File: config.mk
export PLATFORM = sky130hd
export DESIGN_NAME = alu_issue_ctrl
export DESIGN_NICKNAME = d
export VERILOG_FILES = /design/src/rtl/alu_issue_ctrl.sv
export SDC_FILE = /design/constraint.sdc
export NUM_CORES = 1
export LEC_CHECK = 0
export CAP_MARGIN = 20
export CORE_ASPECT_RATIO = 2
export CORE_MARGIN = 2
export CORE_UTILIZATION = 45
export CTS_BUF_LIST = sky130_fd_sc_hd__clkbuf_8
export DETAILED_ROUTE_END_ITERATION = 6
export GPL_TIMING_DRIVEN = 0
export PLACE_DENSITY = 0.77
export SYNTH_ARGS = -nofsm -noshare
export SYNTH_HDL_FRONTEND = slang
export SYNTH_SLANG_ARGS = --single-unit
File: constraint.sdc
create_clock -name clk -period 1.3 [get_ports clk]
set_input_delay 0.26 -clock clk [delete_from_list [all_inputs] [get_ports clk]]
set_output_delay 0.26 -clock clk [all_outputs]
set_load 0.02 [all_outputs]
File: src/rtl/alu_issue_ctrl.sv
// Purpose: issue stage for the 4-bit combinational ALU; holds the register file, registers operands/opcode, writes results back.
// Latency: accept edge N -> writeback edge N+1; res_valid high for the cycle after writeback; one instruction per 2 cycles.
// Backpressure: in_ready = (state == IDLE); the source must hold in_instr/in_valid until in_ready is seen.
//
// Ports:
//   clk, rst_n                     clock, async active-low reset
//   in_valid/in_ready/in_instr     instruction handshake, in_instr = {op, rd, rs1, rs2}
//   wr_en/wr_addr/wr_data          direct register-file write (initialisation)
//   clr_flags                      clears ov_sticky
//   alu_a/alu_b/alu_sel            registered operands/opcode to the ALU
//   alu_out/alu_ov                 combinational ALU return
//   res_valid/res_data/res_ov/res_zero/ov_sticky   writeback results and flags
module alu_issue_ctrl #(
    parameter int DW = 4,
    parameter int AW = 2,
    parameter int IW = 3 + 3 * AW
) (
    input  logic          clk,
    input  logic          rst_n,
    input  logic          in_valid,
    output logic          in_ready,
    input  logic [IW-1:0] in_instr,
    input  logic          wr_en,
    input  logic [AW-1:0] wr_addr,
    input  logic [DW-1:0] wr_data,
    input  logic          clr_flags,
    output logic [DW-1:0] alu_a,
    output logic [DW-1:0] alu_b,
    output logic [2:0]    alu_sel,
    input  logic [DW-1:0] alu_out,
    input  logic          alu_ov,
    output logic          res_valid,
    output logic [DW-1:0] res_data,
    output logic          res_ov,
    output logic          res_zero,
    output logic          ov_sticky
);

    localparam int DEPTH = 2 ** AW;

    typedef enum logic {
        IDLE = 1'b0,
        EXEC = 1'b1
    } state_t;

    state_t state_q, state_d;

    logic [DW-1:0] rf [DEPTH];
    logic [AW-1:0] rd_q;

    logic [2:0]    dec_op;
    logic [AW-1:0] dec_rd;
    logic [AW-1:0] dec_rs1;
    logic [AW-1:0] dec_rs2;
    logic          accept;
    logic          wb;

    assign dec_op  = in_instr[IW-1 -: 3];
    assign dec_rd  = in_instr[3*AW-1 -: AW];
    assign dec_rs1 = in_instr[2*AW-1 -: AW];
    assign dec_rs2 = in_instr[AW-1:0];

    // Gated with rst_n so the source never sees ready while the block is held in reset.
    assign in_ready = (state_q == IDLE) && rst_n;
    assign accept   = in_valid && in_ready;
    assign wb       = (state_q == EXEC);
    assign res_zero = (res_data == '0);

    always_ff @(posedge clk or negedge rst_n) begin
        if (!rst_n) begin
            state_q <= IDLE;
        end else begin
            state_q <= state_d;
        end
    end

    always_comb begin
        state_d = state_q;
        case (state_q)
            IDLE:    if (accept) state_d = EXEC;
            EXEC:    state_d = IDLE;
            default: state_d = IDLE;
        endcase
    end

    // Operands are read from the pre-edge register file, so a same-cycle
    // direct write is not visible to the instruction being accepted.
    always_ff @(posedge clk or negedge rst_n) begin
        if (!rst_n) begin
            alu_a   <= '0;
            alu_b   <= '0;
            alu_sel <= '0;
            rd_q    <= '0;
        end else if (accept) begin
            alu_a   <= rf[dec_rs1];
            alu_b   <= rf[dec_rs2];
            alu_sel <= dec_op;
            rd_q    <= dec_rd;
        end
    end

    // Writeback is assigned after the direct write so it wins on an address clash.
    always_ff @(posedge clk or negedge rst_n) begin
        if (!rst_n) begin
            for (int i = 0; i < DEPTH; i++) begin
                rf[i] <= '0;
            end
        end else begin
            if (wr_en) begin
                rf[wr_addr] <= wr_data;
            end
            if (wb) begin
                rf[rd_q] <= alu_out;
            end
        end
    end

    always_ff @(posedge clk or negedge rst_n) begin
        if (!rst_n) begin
            res_valid <= 1'b0;
            res_data  <= '0;
            res_ov    <= 1'b0;
            ov_sticky <= 1'b0;
        end else begin
            res_valid <= wb;
            if (wb) begin
                res_data <= alu_out;
                res_ov   <= alu_ov;
            end
            // A new overflow takes priority over a clear at the same edge.
            if (wb && alu_ov) begin
                ov_sticky <= 1'b1;
            end else if (clr_flags) begin
                ov_sticky <= 1'b0;
            end
        end
    end

endmodule

==> reports/summary.txt, run 1 <==
status: finished with violations
failing checks: hold timing, setup timing
Buf/Inv on CP: 1
final core occ: 65.8%
Worst-path clk slew: 0.07 ns
max-slew violation count: 0
post-synth cell types: 18
Initial Utilization: 46.2%
share of cells above drive strength 1: 30.4%
crit path DAT: 1.15 ns
Mapped Cells: 132
Pwr Density: 1630 nW/um^2
I/O Pins: 45
Filler Cell Count: 296
worst-margin pin slew: 0.388 ns
initial DRC count: 22
total CTS buffers: 5
routed len/inst: 17.0 um
total negative slack: -0.556 ns
Worst VDD drop: 0.00119 V
total gr overflow: 0
Achievable Freq: 708 MHz
total number of vias: 1,280
Die Footprint: 4450 um^2
endpoints failing setup: 14
Fin. Hold Viols: 37
Vias/cell: 5.29
H-tree Lvls: 2
Req. time, crit path: 1.04 ns
slowest CP cell: dfrtp_1
Die X: 48.2 um
Pleak: 1.16 nW
skew final: 0.00857 ns
crit path max fanout: 3
RSZ-0062 raised after global routing: true
post-layout minimum cycle time: 1.41 ns
vias in the first global route: 1,303
synthesized area per cell: 13.3 um^2
hold slack: -0.153 ns
TritonRoute pass-1 iters: 4
die height: 92.3 um
worst skew pair latency: 0.30 ns
Diodes inserted: 0
slowest stage delay, CP: 0.40 ns
Clock power frac: 29.3%
Clock Tree Buf Depth: 2
GP Congestion: 0.795
Hold Crit Class: in2async
# DRC: 0
I/O Buffers: 44
Combinational Power Share: 29.2%
critical path's top delay family: flip-flops
largest net degree at the start of global routing: 39
Reg power frac: 41.5%
ANT nets after route: 0
final net count: 215
Max-slew headroom: 74.1%
Area growth, synth to finish: 42.6%
maxcap violations: 0
first-pass GRT wire length: 6260 um
switching power: 1.19 mW
Synthesis Warnings: 0
final period utilization: 109%
crit-path cells: nor4_2, buf_2
post-DP HPWL: 2930 um
routed wire length: 4120 um
syn_nets: 157
cell-internal power: 2.88 mW
CTS root buf: clkbuf_8
Synth Cell Area: 1760 um^2
Setup crit end kind: primary output
clock net sink count: 37
CTS tree: built
sw frac: 29.3%
initial antenna violation count: 0
Total GRT Usage: 20.3%
num rows: 32
critical path class: reg2out
Final WS setup: -0.112 ns
register area share after synthesis: 52.7%
core area: 3800 um^2
synthesis-stage register bit count: 37
CP startpoint kind: flip-flop
==> sequential cells by signal (all words and copies together) (netlist names) <==
register and cells:
rf 16, alu_a 4, alu_b 4, res_data 4, alu_sel 3, rd_q 2
ov_sticky 1, res_ov 1, res_valid 1, state_q 1
==> kinds of logic after synthesis <==
kind of cell / after synthesis / share of synthesized area (%)
compound gates: 18 / 5.13
buf+inv: 8 / 2.07
flops: 37 / 52.7
mux: 41 / 32.0
simple gates: 28 / 8.05
==> what timing repair did <==
action | 4_1_cts | 5_1_grt
buffers inserted | 4 | 6
endpoints found under the setup margin | 40 | 36
gates cloned | 0 | 1
pin swaps | 2 | 3
endpoints found under the hold margin | 37 | 37
gates resized for setup | 45 | 26
==> per-layer routing <==
metal	wire length [um]	vias up	share of wire [%]	GRT usage [%]
li1	-	595	-	-
met1	1480	629	36	22.6
met2	2270	40	55	32.8
met3	157	16	3.8	4.29
met4	211	0	5.1	12.2
met5	0	-	0	0
==> synthesized netlist by cell type (all sizes together) <==
master	n	area share, %
or3b	2	1.0
mux2	17	11
dfrtp	37	53
o21ai	6	1.7
buf	3	1.0
nand2	6	1.3
mux2i	16	9.1
and3	1	0.36
inv	3	0.64
nand3b	4	1.7
a21oi	12	3.4
nor2	12	2.6
nor4	1	0.36
clkbuf	2	0.43
nand3	1	0.28
mux4	8	12
nor2b	1	0.50
==> stage by stage <==
step	std cells	cell area (um^2)	power (mW)	setup WS, ns
3_5_place_dp	227	2270	2.94	-0.844
3_3_place_gp	227	2270	2.87	-1.84
5_1_grt	242	2500	4.29	-0.174
2_1_floorplan	132	1770	2.35	0.0234
6_report	242	2500	4.08	-0.112
4_1_cts	237	2440	4.05	-0.137
==> power groups by stage <==
stage / Sequential, mW / Clock (mW) / Combinational (mW)
final: 1.69 / 1.19 / 1.19
after global routing: 1.74 / 1.27 / 1.29
after CTS: 1.68 / 1.21 / 1.16
after detailed placement: 1.70 / 0 / 1.24
after global placement: 1.67 / 0 / 1.20
after floorplan: 1.85 / 0 / 0.499
==> worst reg2reg max path: stages (launching register included) <==
cell and delay [ns]:
dfrtp_1 0.40, buf_4 0.13, buf_6 0.09, or3b_4 0.44
nor2_1 0.13, a21oi_1 0.05
==> path summary, 6_finish.rpt <==
check | startpoint | slack, ns | cells past startpoint | endpoint
worst min-delay path | rst_n | -0.15 | 1 | alu_b[1]$_DFFE_PN0P_
worst min register to register | state_q$_DFF_PN0_ | 0.45 | 0 | res_valid$_DFF_PN0_
worst max register to register | state_q$_DFF_PN0_ | -0.05 | 5 | rf[13]$_DFF_PN0_
min in group clk | state_q$_DFF_PN0_ | 0.45 | 0 | res_valid$_DFF_PN0_
max in group asynchronous | rst_n | 1.18 | 1 | state_q$_DFF_PN0_
worst max-delay path | res_data[1]$_DFFE_PN0P_ | -0.11 | 2 | res_zero
==> layout make-up <==
cell class	count	area, um^2	area share, %
clock inverters	3	65.1	2.60
repair buffers	55	531	21.2
multi-input cells	87	823	32.9
well taps	51	63.8	2.55
clock buffers	5	68.8	2.75
plain buffers	1	15.0	0.600
inverters	3	11.3	0.450
flip-flops and latches	37	926	37.0
==> layout by cell type, fill, tap and decap left out, types with 2 or more instances in the layout <==
cell / netlist / layout
dfrtp_1: 37 / 37
clkdlybuf4s50_1: 0 / 18
mux2_2: 17 / 17
mux2i_1: 16 / 14
dlygate4sd2_1: 0 / 13
nor2_1: 12 / 11
a21oi_1: 12 / 11
mux4_2: 0 / 7
clkdlybuf4s15_1: 0 / 7
o21ai_0: 6 / 6
buf_4: 1 / 6
nand2_1: 6 / 5
clkbuf_8: 0 / 5
buf_6: 0 / 5
nand3b_1: 4 / 4
inv_1: 3 / 3
or3b_4: 0 / 2
bufinv_16: 0 / 2
dlymetal6s2s_1: 0 / 2
buf_2: 2 / 2
Note: power is estimated with default switching activity, not from simulation.
==> inputs of run 2 (changes only) <==
- CTS_CLUSTER_DIAMETER: unset -> 120
==> results of run 2 <==
The final DEF is identical to that of run 1; final timing and power are the same.
==> inputs of run 3 (changes only) <==
- CAP_MARGIN: 20 -> 40
- CORE_ASPECT_RATIO: 2 -> 0.9
==> reports/summary.txt, run 3 (same netlist as run 1, synthesis figures left out) <==
CP startpoint kind: flip-flop (unchanged)
Pwr Density: 1510 nW/um^2 (was 1630 nW/um^2)
final net count: 218 (was 215)
Initial Utilization: 47.0% (was 46.2%)
worst-margin pin slew: 0.340 ns (was 0.388 ns)
worst skew pair latency: 0.28 ns (was 0.30 ns)
crit-path cells: nor4_2, buf_4 (was nor4_2, buf_2)
Achievable Freq: 730 MHz (was 708 MHz)
total number of vias: 1,285 (was 1,280)
total negative slack: -0.0698 ns (was -0.556 ns)
R2R cell count: 4 (was 5)
final period utilization: 105% (was 109%)
Clock Tree Buf Depth: 2 (unchanged)
CTS tree: built (unchanged)
GP Congestion: 0.767 (was 0.795)
Pleak: 1.15 nW (was 1.16 nW)
slowest CP cell: dfrtp_1 (unchanged)
worst r2r src: state_q$_DFF_PN0_ (unchanged)
TritonRoute pass-1 iters: 5 (was 4)
# DRC: 0 (unchanged)
critical path's top delay family: flip-flops (unchanged)
max reg flops: 16 (unchanged)
Vias/cell: 5.35 (was 5.29)
post-layout minimum cycle time: 1.37 ns (was 1.41 ns)
Area growth, synth to finish: 36.9% (was 42.6%)
RSZ-0062 raised after global routing: true (unchanged)
Setup crit end kind: primary output (unchanged)
Req. time, crit path: 1.04 ns (about the same)
max-slew violation count: 0 (unchanged)
reg2reg end: rf[13]$_DFF_PN0_ (unchanged)
share of cells above drive strength 1: 29.4% (was 30.4%)
critical path class: reg2out (unchanged)
Final WS setup: -0.0698 ns (was -0.112 ns)
ANT nets after route: 0 (unchanged)
num rows: 21 (was 32)
status: finished with violations (unchanged)
crit path DAT: 1.11 ns (was 1.15 ns)
Setup WS pre-CTS: -0.809 ns (was -0.844 ns)
crit path max fanout: 2 (was 3)
routed len/inst: 15.9 um (was 17.0 um)
Diodes inserted: 0 (unchanged)
maxcap violations: 0 (unchanged)
die height: 63.3 um (was 92.3 um)
CTS root buf: clkbuf_8 (unchanged)
total CTS buffers: 5 (unchanged)
register area: 926 um^2 (unchanged)
I/O Pins: 45 (unchanged)
most frequent cells in the layout: dfrtp_1, clkdlybuf4s50_1, mux2_2, mux2i_1, dlygate4sd2_1 (unchanged)
Die Footprint: 4420 um^2 (was 4450 um^2)
final core occ: 64.4% (was 65.8%)
multi-input logic area: 792 um^2 (was 823 um^2)
failing checks: hold timing, setup timing (unchanged)
routed wire length: 3800 um (was 4120 um)
Die X: 69.8 um (was 48.2 um)
endpoints failing setup: 1 (was 14)
Worst-path clk slew: 0.07 ns (about the same)
clock net sink count: 37 (unchanged)
core area: 3730 um^2 (was 3800 um^2)
largest net degree at the start of global routing: 39 (unchanged)
reg-to-reg setup timing slack: 0.01 ns (was -0.05 ns)
Buf/Inv on CP: 1 (unchanged)
Worst VDD drop: 0.000767 V (was 0.00119 V)
vias in the first global route: 1,321 (was 1,303)
initial DRC count: 52 (was 22)
Total GRT Usage: 18.5% (was 20.3%)
Filler Cell Count: 303 (was 296)
post-DP HPWL: 2760 um (was 2930 um)
commonest non-fill, non-tap cell in the layout: dfrtp_1 (unchanged)
first-pass GRT wire length: 6300 um (was 6260 um)
initial antenna violation count: 0 (unchanged)
slowest stage delay, CP: 0.39 ns (was 0.40 ns)
H-tree Lvls: 2 (unchanged)
Max-slew headroom: 77.4% (was 74.1%)
Fin. Hold Viols: 37 (unchanged)
hold slack: -0.139 ns (was -0.153 ns)
Hold Crit Class: in2async (unchanged)
Largest Register: rf (unchanged)
total gr overflow: 0 (unchanged)
I/O Buffers: 44 (unchanged)
skew final: 0.00315 ns (was 0.00857 ns)
-- run 3: layer usage --
layer  vias to the layer above  part of all wire [%]  global-route usage, %  wire, um
li1                        598                     -                      -         -
met5                         -                     0                      0         0
met2                        44                    51                   31.7      1930
met3                         7                   4.7                   4.00       179
met1                       636                    43                   23.0      1640
met4                         0                   1.6                   6.97        60
-- run 3: final cells by class --
type                    count  share of cell area [%]
flip-flops and latches     37                    38.5
multi-input cells          87                    33.0
repair buffers             57                    21.5
clock buffers               5                    2.86
well taps                  46                    2.39
plain buffers               2                   0.833
clock inverters             3                   0.469
inverters                   3                   0.469
-- run 3: repair_timing --
action                                 4_1_cts  5_1_grt
endpoints found under the hold margin       37       37
setup endpoints to repair                   39       27
pin swaps                                    0        3
gates resized for setup                     38       27
buffers inserted                             4        9
-- run 3: report_power, final --
part	total [mW]	internal (mW)	leakage, nW	switching (mW)
Clock	0.723	0.357	0.0519	0.366
Sequential	1.70	1.48	0.434	0.224
Combinational	1.22	0.673	0.669	0.542
-- run 3: per-stage QoR --
step	power, mW	instance area [um^2]	instances	hold WS [ns]
after floorplan	2.35	1770	132	-0.0356
after global placement	2.87	2270	222	0.440
after detailed placement	2.95	2260	222	0.398
after CTS	3.56	2360	233	-0.130
after global routing	3.86	2400	240	-0.120
final	3.64	2400	240	-0.139
-- run 3: worst max path at each step --
stage	startpoint	end	slack, ns	cells after the start
3_5_place_dp	rst_n	in_ready	-0.81	3
6_report	res_data[2]$_DFFE_PN0P_	res_zero	-0.07	2
2_1_floorplan	state_q$_DFF_PN0_	alu_a[0]$_DFFE_PN0P_	0.02	4
5_1_grt	res_data[0]$_DFFE_PN0P_	res_zero	-0.18	2
3_3_place_gp	rst_n	in_ready	-1.82	3
4_1_cts	res_data[1]$_DFFE_PN0P_	res_zero	-0.10	2
-- run 3: worst register-to-register path, cell delays in order, from the launching register on --
cell	delay, ns
dfrtp_1	0.43
buf_6	0.14
or3b_4	0.43
nor2_2	0.13
a21oi_1	0.04
